$ cat src/rtl/axi_llc_tag_march_bist.sv
`default_nettype none
// ============================================================================
// Module   : axi_llc_tag_march_bist
// Purpose  : March-test BIST engine for the LLC tag SRAM; all ways are
//            written with a broadcast pattern and checked in parallel.
// Revision : 1.0 - initial release
// ============================================================================
module axi_llc_tag_march_bist #(
    parameter int IndexWidth   = 6,
    parameter int NumWays      = 8,
    parameter int PatternWidth = 20,
    parameter int ReadLatency  = 1
) (
    input  logic                            clk_i,
    input  logic                            rst_i,
    input  logic                            start_i,
    output logic                            ready_o,
    input  logic [1:0]                      mode_i,
    input  logic                            checker_i,
    output logic                            req_o,
    output logic                            we_o,
    output logic [IndexWidth-1:0]           index_o,
    output logic [PatternWidth-1:0]         wdata_o,
    input  logic [NumWays*PatternWidth-1:0] rdata_i,
    output logic [NumWays-1:0]              bist_res_o,
    output logic                            busy_o,
    output logic                            eoc_o
);

    localparam logic [1:0]            c_mode_x  = 2'd1;
    localparam logic [1:0]            c_mode_cm = 2'd2;
    localparam int                    c_cnt_w   = 3;
    localparam logic [c_cnt_w-1:0]    c_cnt_one = 1;
    localparam logic [IndexWidth-1:0] c_idx_max = '1;
    localparam logic [IndexWidth-1:0] c_idx_one = 1;

    typedef enum logic [1:0] {
        ST_IDLE  = 2'd0,
        ST_RUN   = 2'd1,
        ST_DRAIN = 2'd2,
        ST_DONE  = 2'd3
    } state_t;

    state_t                  r_state;
    logic [1:0]              r_mode;
    logic                    r_checker;
    logic [2:0]              r_elem;
    logic [IndexWidth-1:0]   r_idx;
    logic                    r_phase;
    logic [c_cnt_w-1:0]      r_cnt;
    logic                    r_req;
    logic                    r_we;
    logic                    r_eoc;
    logic [IndexWidth-1:0]   r_index;
    logic [PatternWidth-1:0] r_wdata;
    logic [PatternWidth-1:0] r_rexp;
    logic [NumWays-1:0]      r_res;
    logic [ReadLatency:1]    r_pv;
    logic [PatternWidth-1:0] r_pexp [1:ReadLatency];

    // Element descriptor: {last, has_rd, has_wr, pol, down}. For read/write
    // elements pol is the read polarity and the write uses its inverse.
    function automatic logic [4:0] elem_desc(input logic [1:0] mode, input logic [2:0] elem);
        logic [4:0] d;
        d = 5'b10100;
        case (mode)
            c_mode_x: begin
                case (elem)
                    3'd0:    d = 5'b00100;
                    3'd1:    d = 5'b01100;
                    3'd2:    d = 5'b01111;
                    default: d = 5'b11000;
                endcase
            end
            c_mode_cm: begin
                case (elem)
                    3'd0:    d = 5'b00100;
                    3'd1:    d = 5'b01100;
                    3'd2:    d = 5'b01110;
                    3'd3:    d = 5'b01101;
                    3'd4:    d = 5'b01111;
                    default: d = 5'b11000;
                endcase
            end
            default: d = 5'b10100;
        endcase
        return d;
    endfunction

    logic [PatternWidth-1:0] w_pat;

    generate
        for (genvar k = 0; k < PatternWidth; k++) begin : g_pat
            assign w_pat[k] = ((k % 2) == 0);
        end
    endgenerate

    logic                    w_accept;
    logic                    w_load;
    logic [1:0]              w_mode;
    logic                    w_checker;
    logic [4:0]              w_cur_desc;
    logic [4:0]              w_step_desc;
    logic [4:0]              w_nxt_desc;
    logic                    w_rw;
    logic                    w_idx_end;
    logic                    w_run_last;
    logic [2:0]              w_nxt_elem;
    logic [IndexWidth-1:0]   w_nxt_idx;
    logic                    w_nxt_phase;
    logic                    w_nxt_wr;
    logic                    w_nxt_pol;
    logic [PatternWidth-1:0] w_nxt_word;
    logic [NumWays-1:0]      w_mis;
    logic                    w_unused;

    assign w_accept    = (r_state == ST_IDLE) && start_i;
    assign w_mode      = w_accept ? mode_i : r_mode;
    assign w_checker   = w_accept ? checker_i : r_checker;
    assign w_cur_desc  = elem_desc(r_mode, r_elem);
    assign w_step_desc = elem_desc(r_mode, r_elem + 3'd1);
    assign w_rw        = w_cur_desc[3] & w_cur_desc[2];
    assign w_idx_end   = w_cur_desc[0] ? (r_idx == '0) : (r_idx == c_idx_max);
    assign w_run_last  = w_cur_desc[4] & w_idx_end & (r_phase | ~w_rw);
    assign w_load      = w_accept || ((r_state == ST_RUN) && !w_run_last);

    // Next-op sequencer: a read/write element stays on its index for the
    // write half, element boundaries jump straight to the next start index.
    always_comb begin
        w_nxt_elem  = r_elem;
        w_nxt_idx   = r_idx;
        w_nxt_phase = 1'b0;
        if (w_accept) begin
            w_nxt_elem = 3'd0;
            w_nxt_idx  = '0;
        end else if (w_rw && !r_phase) begin
            w_nxt_phase = 1'b1;
        end else if (w_idx_end) begin
            w_nxt_elem = r_elem + 3'd1;
            w_nxt_idx  = w_step_desc[0] ? c_idx_max : '0;
        end else if (w_cur_desc[0]) begin
            w_nxt_idx = r_idx - c_idx_one;
        end else begin
            w_nxt_idx = r_idx + c_idx_one;
        end
    end

    assign w_nxt_desc = elem_desc(w_mode, w_nxt_elem);
    assign w_nxt_wr   = w_nxt_desc[2] & (w_nxt_phase | ~w_nxt_desc[3]);
    assign w_nxt_pol  = w_nxt_desc[1] ^ (w_nxt_wr & w_nxt_desc[3]);
    assign w_nxt_word = (w_checker ? (w_pat ^ {PatternWidth{w_nxt_idx[0]}}) : '0)
                        ^ {PatternWidth{w_nxt_pol}};

    generate
        for (genvar w = 0; w < NumWays; w++) begin : g_way
            assign w_mis[w] = (rdata_i[w*PatternWidth +: PatternWidth] != r_pexp[ReadLatency]);
        end
    endgenerate

    assign w_unused = ^{w_cur_desc[1], w_step_desc[4:1], w_nxt_desc[4], w_nxt_desc[0]};

    always_ff @(posedge clk_i) begin
        if (rst_i) begin
            r_state   <= ST_IDLE;
            r_mode    <= 2'd0;
            r_checker <= 1'b0;
            r_elem    <= 3'd0;
            r_idx     <= '0;
            r_phase   <= 1'b0;
            r_cnt     <= '0;
            r_req     <= 1'b0;
            r_we      <= 1'b0;
            r_eoc     <= 1'b0;
            r_index   <= '0;
            r_wdata   <= '0;
            r_rexp    <= '0;
            r_res     <= '0;
            r_pv      <= '0;
            for (int k = 1; k <= ReadLatency; k++) begin
                r_pexp[k] <= '0;
            end
        end else begin
            r_eoc     <= 1'b0;
            r_pv[1]   <= r_req & ~r_we;
            r_pexp[1] <= r_rexp;
            for (int k = 2; k <= ReadLatency; k++) begin
                r_pv[k]   <= r_pv[k-1];
                r_pexp[k] <= r_pexp[k-1];
            end
            if (r_pv[ReadLatency]) begin
                r_res <= r_res | w_mis;
            end

            if (w_load) begin
                r_elem  <= w_nxt_elem;
                r_idx   <= w_nxt_idx;
                r_phase <= w_nxt_phase;
                r_req   <= 1'b1;
                r_we    <= w_nxt_wr;
                r_index <= w_nxt_idx;
                r_wdata <= w_nxt_wr ? w_nxt_word : '0;
                r_rexp  <= w_nxt_wr ? '0 : w_nxt_word;
            end else begin
                r_elem  <= 3'd0;
                r_idx   <= '0;
                r_phase <= 1'b0;
                r_req   <= 1'b0;
                r_we    <= 1'b0;
                r_index <= '0;
                r_wdata <= '0;
                r_rexp  <= '0;
            end

            case (r_state)
                ST_IDLE: begin
                    if (start_i) begin
                        r_state   <= ST_RUN;
                        r_mode    <= mode_i;
                        r_checker <= checker_i;
                        r_res     <= '0;
                    end
                end
                ST_RUN: begin
                    if (w_run_last) begin
                        r_state <= ST_DRAIN;
                        r_cnt   <= c_cnt_w'(ReadLatency - 1);
                    end
                end
                ST_DRAIN: begin
                    if (r_cnt == '0) begin
                        r_state <= ST_DONE;
                        r_eoc   <= 1'b1;
                    end else begin
                        r_cnt <= r_cnt - c_cnt_one;
                    end
                end
                ST_DONE: begin
                    r_state <= ST_IDLE;
                end
                default: begin
                    r_state <= ST_IDLE;
                end
            endcase
        end
    end

    assign ready_o    = (r_state == ST_IDLE);
    assign busy_o     = (r_state != ST_IDLE);
    assign req_o      = r_req;
    assign we_o       = r_we;
    assign index_o    = r_index;
    assign wdata_o    = r_wdata;
    assign eoc_o      = r_eoc;
    assign bist_res_o = r_res;

endmodule
`default_nettype wire

$ cat config.mk
export PLATFORM = sky130hd
export DESIGN_NAME = axi_llc_tag_march_bist
export DESIGN_NICKNAME = d
export VERILOG_FILES = /design/src/rtl/axi_llc_tag_march_bist.sv
export SDC_FILE = /design/constraint.sdc
export NUM_CORES = 1
export LEC_CHECK = 0
export ABC_CLOCK_PERIOD_IN_PS = 2900
export CAP_MARGIN = 20
export CORE_ASPECT_RATIO = 0.8
export CORE_MARGIN = 3
export CORE_UTILIZATION = 34
export DETAILED_ROUTE_END_ITERATION = 10
export MAX_ROUTING_LAYER = met4
export PLACE_DENSITY_LB_ADDON = 0.05
export SLEW_MARGIN = 20
export SYNTH_ARGS = -nofsm -noshare
export SYNTH_HDL_FRONTEND = slang
export SYNTH_SLANG_ARGS = --single-unit
export TNS_END_PERCENT = 1
$ cat constraint.sdc
create_clock -name clk_i -period 2.9 [get_ports clk_i]
set_input_delay 0.58 -clock clk_i [delete_from_list [all_inputs] [get_ports clk_i]]
set_output_delay 0.58 -clock clk_i [all_outputs]
set_load 0.01 [all_outputs]
# Word level (Yosys, flattened, before mapping)
# Memories as Yosys holds them, arrays and structs flattened.
# Cells that the tools add are included.
totals:
  ff_bits: 70
  ram_bits: 20
  elab_cells: 132
  n_memories: 1
memory_table:
  columns: ["name", "words", "word_bits", "rd", "rd_ports_with_merged_regs", "wr", "line", "text"]
  rows:
  - ["r_pexp", 1, 20, 1, 0, 1, "59", "logic [PatternWidth-1:0] r_pexp [1:ReadLatency];"]
op_classes:
  n_addsub: 4
  n_eq_ne: 32
  mux: 39
  bitwise_logic: 19
  n_reduce_logical: 22
ops:
  columns: ["op", "count"]
  rows:
  - ["inequality test 20 bit", 8]
  - ["2-to-1 mux 20 bit", 2]
  - ["case mux 5 bit (5 select lines)", 1]
  - ["2-to-1 mux 8 bit", 3]
  - ["case mux 4 bit (5 select lines)", 1]
  - ["bitwise XOR 20 bit", 1]
  - ["== test 3 x 2 -> 1 bit (second input constant)", 6]
  - ["2-to-1 mux 6 bit", 3]
  - ["2-to-1 mux 3 bit", 5]
  - ["case mux 5 bit (3 select lines)", 1]
  - ["zero test 3 bit", 4]
  - ["case mux 4 bit (3 select lines)", 1]
  - ["2-to-1 mux 1 bit", 11]
  - ["inverter 10 bit", 1]
  - ["case mux 5 bit (2 select lines)", 1]
  - ["== test 3 x 1 -> 1 bit (second input constant)", 3]
  - ["== test 3 bit (second input constant)", 3]
  - ["OR reduction 3 bit", 3]
  - ["== test 2 bit (second input constant)", 4]
  - ["2-to-1 mux 2 bit", 4]
  - ["inequality test 2 bit (second input constant)", 4]
  - ["bitwise OR 8 bit", 1]
  - ["case mux 2 bit (4 select lines)", 1]
  - ["case mux 4 bit (2 select lines)", 1]
  - ["other kinds (23)", 43]

# Depth between registers and ports, before layout
logic_depth:
  word_depth: 16
  ltp_mapped: 14
  ltp_nobuf: 14

# Worst setup path after synthesis
# No wires, ideal clock.
synth_path:
  kind: "register to register"
  start: "reg r_elem[1]"
  end: "reg r_wdata[18] (netlist: wdata_o[18])"
  setup_ps: 121
  arrival_time_ps: 2753
  setup_slack_ps: 26
  stages_incl_launch_ff: 12
  path_buffers: 1
  period_less_slack_ps: 2874
  cell_sequence: "dfxtp_1 -> inv_1 -> ha_1 -> mux2_4 -> a31oi_4 -> mux2_4 -> buf_6 -> a311oi_2 -> nor4b_4 -> o311a_1 -> nor3_1 -> nor3_2"
synth_via:
  elab_chain_len: 16
  elab_cells_between_ends: 56
synth_rtl:
  columns: ["element", "line", "text"]
  rows:
  - ["from (decl)", "47", "logic [2:0] r_elem;"]
  - ["from (signal assigned)", "195", "r_elem <= w_nxt_elem;"]
  - ["== test 3 bit (tied with other cells)", "76", "case (elem)"]
  - ["case mux 5 bit (5 select lines) / case mux 5 bit (3 select lines) (equally long branches)", "76, 68", null]
  - ["case mux 5 bit (2 select lines)", "66", "case (mode)"]
  - ["2-to-1 mux 1 bit / bitwise AND 1 bit (equally long branches)", "123, 122", null]
  - ["2-to-1 mux 3 bit / logical AND 1 bit (equally long branches)", "138, 136", null]
  - ["2-to-1 mux 3 bit", "136", "end else if (w_rw && !r_phase) begin"]
  - ["2-to-1 mux 3 bit", "133", "if (w_accept) begin"]
  - ["== test 3 bit (tied with other cells)", "76", null]
  - ["case mux 4 bit (5 select lines) / case mux 4 bit (3 select lines) (equally long branches)", "76, 68", null]
  - ["case mux 4 bit (2 select lines)", "66", null]
  - ["inverter 1 bit", "149", "assign w_nxt_wr = w_nxt_desc[2] & (w_nxt_phase | ~w_nxt_desc[3]);"]
  - ["bitwise OR 1 bit", "149", null]
  - ["bitwise AND 1 bit", "149", null]
  - ["bitwise AND 1 bit", "150", "assign w_nxt_pol = w_nxt_desc[1] ^ (w_nxt_wr & w_nxt_desc[3]);"]
  - ["bitwise XOR 1 bit", "150", null]
  - ["bitwise XOR 20 bit", "152", "^ {PatternWidth{w_nxt_pol}};"]
  - ["to (signal assigned)", "201", "r_wdata <= w_nxt_wr ? w_nxt_word : '0;"]
  - ["to (decl)", "55", "logic [PatternWidth-1:0] r_wdata;"]
# Parallel ways exist; a longest one is shown, timed or not.
# A chain may end at the register's enable or synchronous reset.

# Final worst setup path
layout_path:
  start: "reg r_elem[0]"
  end: "reg r_wdata[18] (netlist: wdata_o[18])"
# The elaborated chain is that of the path after synthesis.

==> out/metrics.csv <==
metric,value,unit
Gate power share,44.1,%
"Top FF cell, synth",dfxtp_1,
global-route wire length before repair,19300,um
per-cell routed wire length,16.6,um
Slew headroom,30.2,%
NumNets Final,832,
R2R Setup Slk,0.02,ns
number of synthesized flops with an enable pin,0,
Root Buffer,clkbuf_16,
count of different cell masters after synthesis,58,
hold buffer count at cts,0,
largest net degree at the start of global routing,33,
"commonest non-fill, non-tap cells in the layout","clkdlybuf4s50_1 (204), nor2_1 (48), dfxtp_1 (35)",
Die Y,94.1,um
H-tree levels,2,
Vias per Instance,5.43,
Synth top area share,21.9,%
Clock Latency Late Sink,0.28,ns
yosys warns,0,
"FF+latch count, synth",36,
Worst Setup SP,r_elem[0],
"Avg Cell Area, Syn",7.41,um^2
VDD IR max,577,uV
status,completed,
fin crit period,2.88,ns
Detailed Route WL,12600,um
Finished Layout Cells,764,
PD cells,442,nW/um^2
Clock Power Share,31.0,%
fin util,62.1,%
Congestion Overflow GR,0,
RSZ-0062 raised after global routing,yes,
final hold violations,0,
Placed Instances,755,
sequential-to-total area share from yosys stat,21.9,%
DP Wirelength,10500,um
DIE AREA,10900,um^2
fin. max-slew vios,0,
worst reg-to-reg path cell count,12,
CP Capture Point,wdata_o[18],
max cap viols,0,
Area Overhead vs Synth,74.1,%
1st-iter DRT viols,168,
Mapped Area,3300,um^2
share of cells above drive strength 1,9.55,%
Int Pwr,1.76,mW
fmax,347,MHz
asr flop ratio synth,0,%
DRC Markers,0,
largest area contributor in the netlist,dfxtp_1,
fin crit share,99.3,%
CP Capture Type,flop,
Worst EP arrival,3.08,ns
antenna violations before repair,0,
Post-Syn Instances,445,
PortBufs,204,
WHS Path Cells,1,
clock-pin slew of the registers on the worst-case setup and hold paths,0.06,ns
HP Start,r_rexp[17],
Leak Pwr,2.12,nW
Net Sw Power,0.773,mW
"commonest non-fill, non-tap cell in the layout",clkdlybuf4s50_1,
Num Clock Sinks,36,
vias in the first global route,4135,
ANT nets after route,0,
r2r endpoint,wdata_o[18],
GRT Util Overall,22.6,%
worst-path maximum fanout,10,
io pins,205,
Worst Hold Class,reg -> reg,
Reg power frac,24.9,%
"Data required, critical path",3.10,ns
Worst Skew,0.00392,ns
CTS tree,yes,
DR vias,4149,
Syn Nets,629,
CP Launch Type,flop,
clock tree buffer depth,2,
R2R Path Start,r_elem[0],
Least-Margin Pin Slew,1.05,ns
Final TNS setup,0,ns
number of fill cells,810,
final setup violation count,0,
DRT Pass-1 Iters,4,
initial core utilization,35.7,%
Std-Cell Rows,31,
CTS Buf Count,5,
post-route total power,2.54,mW
sw frac,30.5,%
Synth area leaders,"dfxtp_1 (22%), ha_1 (6.5%), nor2_1 (5.5%)",
hold_ws,0.439,ns
number of diodes,0,
core area,9230,um^2
Crit Path Class,reg -> reg,
routability cong.,0.905,
die width,116,um
## logic make-up (layout without fill, tap and decap cells)
kind of cell / Yosys count / in the layout / synth area share, %
fa+ha+maj: 18 / 18 / 7.06
xor+xnor: 11 / 11 / 2.92
flops: 36 / 36 / 21.9
mux: 7 / 7 / 2.43
compound gates: 94 / 94 / 20.0
simple gates: 228 / 228 / 37.2
buf+inv: 51 / 255 / 8.43
## per-layer routing
metal	up-vias	part of all wire, %	track usage (%)	routed length (um)
met1	1914	42	27.4	5260
met3	12	7.3	4.70	929
met2	155	50	39.6	6310
met5	-	0	-	0
met4	0	1.1	3.09	144
li1	2068	-	-	-
## sequential cells by signal, indices dropped and copies added (netlist names), 3 cells and up
name / count
bist_res_o: 8
index_o: 6
r_cnt: 3
r_elem: 3
## repair_timing
item                                    4_1_cts  5_1_grt
gates resized for setup                       3       12
setup buffers                                 0        1
endpoints found under the setup margin        2        8
pin swaps                                     0        4
## metrics by stage
step / instance area (um^2) / worst slack (ns)
after floorplan: 3300 / 0.0259
after global placement: 5460 / -0.0435
after detailed placement: 5460 / -0.152
after CTS: 5680 / 0.0167
after global routing: 5740 / -0.112
final: 5740 / 0.0202
## synth_stat cells (3+ instances only)
cell        n
nand4_1    25
dfxtp_1    36
buf_4      18
o2111ai_1   8
mux2i_1     5
a21oi_1    19
inv_1      17
xnor2_1     8
nand3_1    18
a31oi_1     4
ha_1       17
buf_2       3
nand2_1    35
nand3b_1    3
xor2_1      3
nor2_1     48
o211ai_1    3
o21bai_1    3
a211oi_1    4
nor4_1     24
nor2b_1     5
and3_1     18
o21ai_0    30
nor3_1     27
clkbuf_1   11
a21o_1      4
or4_1      10
## cell type report
type / instances / area (um^2) / area share (%)
clock buffers: 5 / 125 / 2.18
repair buffers: 230 / 2240 / 39.0
well taps: 115 / 144 / 2.51
multi-input cells: 358 / 2350 / 41.0
flip-flops and latches: 36 / 722 / 12.6
clock inverters: 3 / 90.1 / 1.57
inverters: 17 / 63.8 / 1.11
## power by group through the flow
stage	clock, mW	sequential [mW]	combinational, mW
floorplan	0	0.635	0.504
global placement	0	0.636	1.05
global route	0.827	0.643	1.22
finish	0.786	0.633	1.12
CTS	0.794	0.632	1.10
detailed placement	0	0.639	1.08
## worst min path at each step
| stage | to | slack [ns] |
|---|---|---|
| after floorplan | r_pexp[1][17] | 0.41 |
| after global placement | r_pexp[1][18] | 0.42 |
| after detailed placement | r_pexp[1][18] | 0.43 |
| after CTS | r_pexp[1][17] | 0.44 |
| after global routing | r_pexp[1][17] | 0.45 |
| final | r_pexp[1][17] | 0.44 |
## critical path, cell delays in order, from the launching register on
cell	delay, ns
dfxtp_2	0.37
inv_1	0.09
ha_1	0.23
mux2_4	0.29
a31oi_4	0.25
buf_4	0.17
mux2i_1	0.08
buf_4	0.19
or4_1	0.41
a31oi_1	0.24
a21o_1	0.13
nand3_1	0.15
nor3_2	0.21
Power figures use the tool's default switching activity.
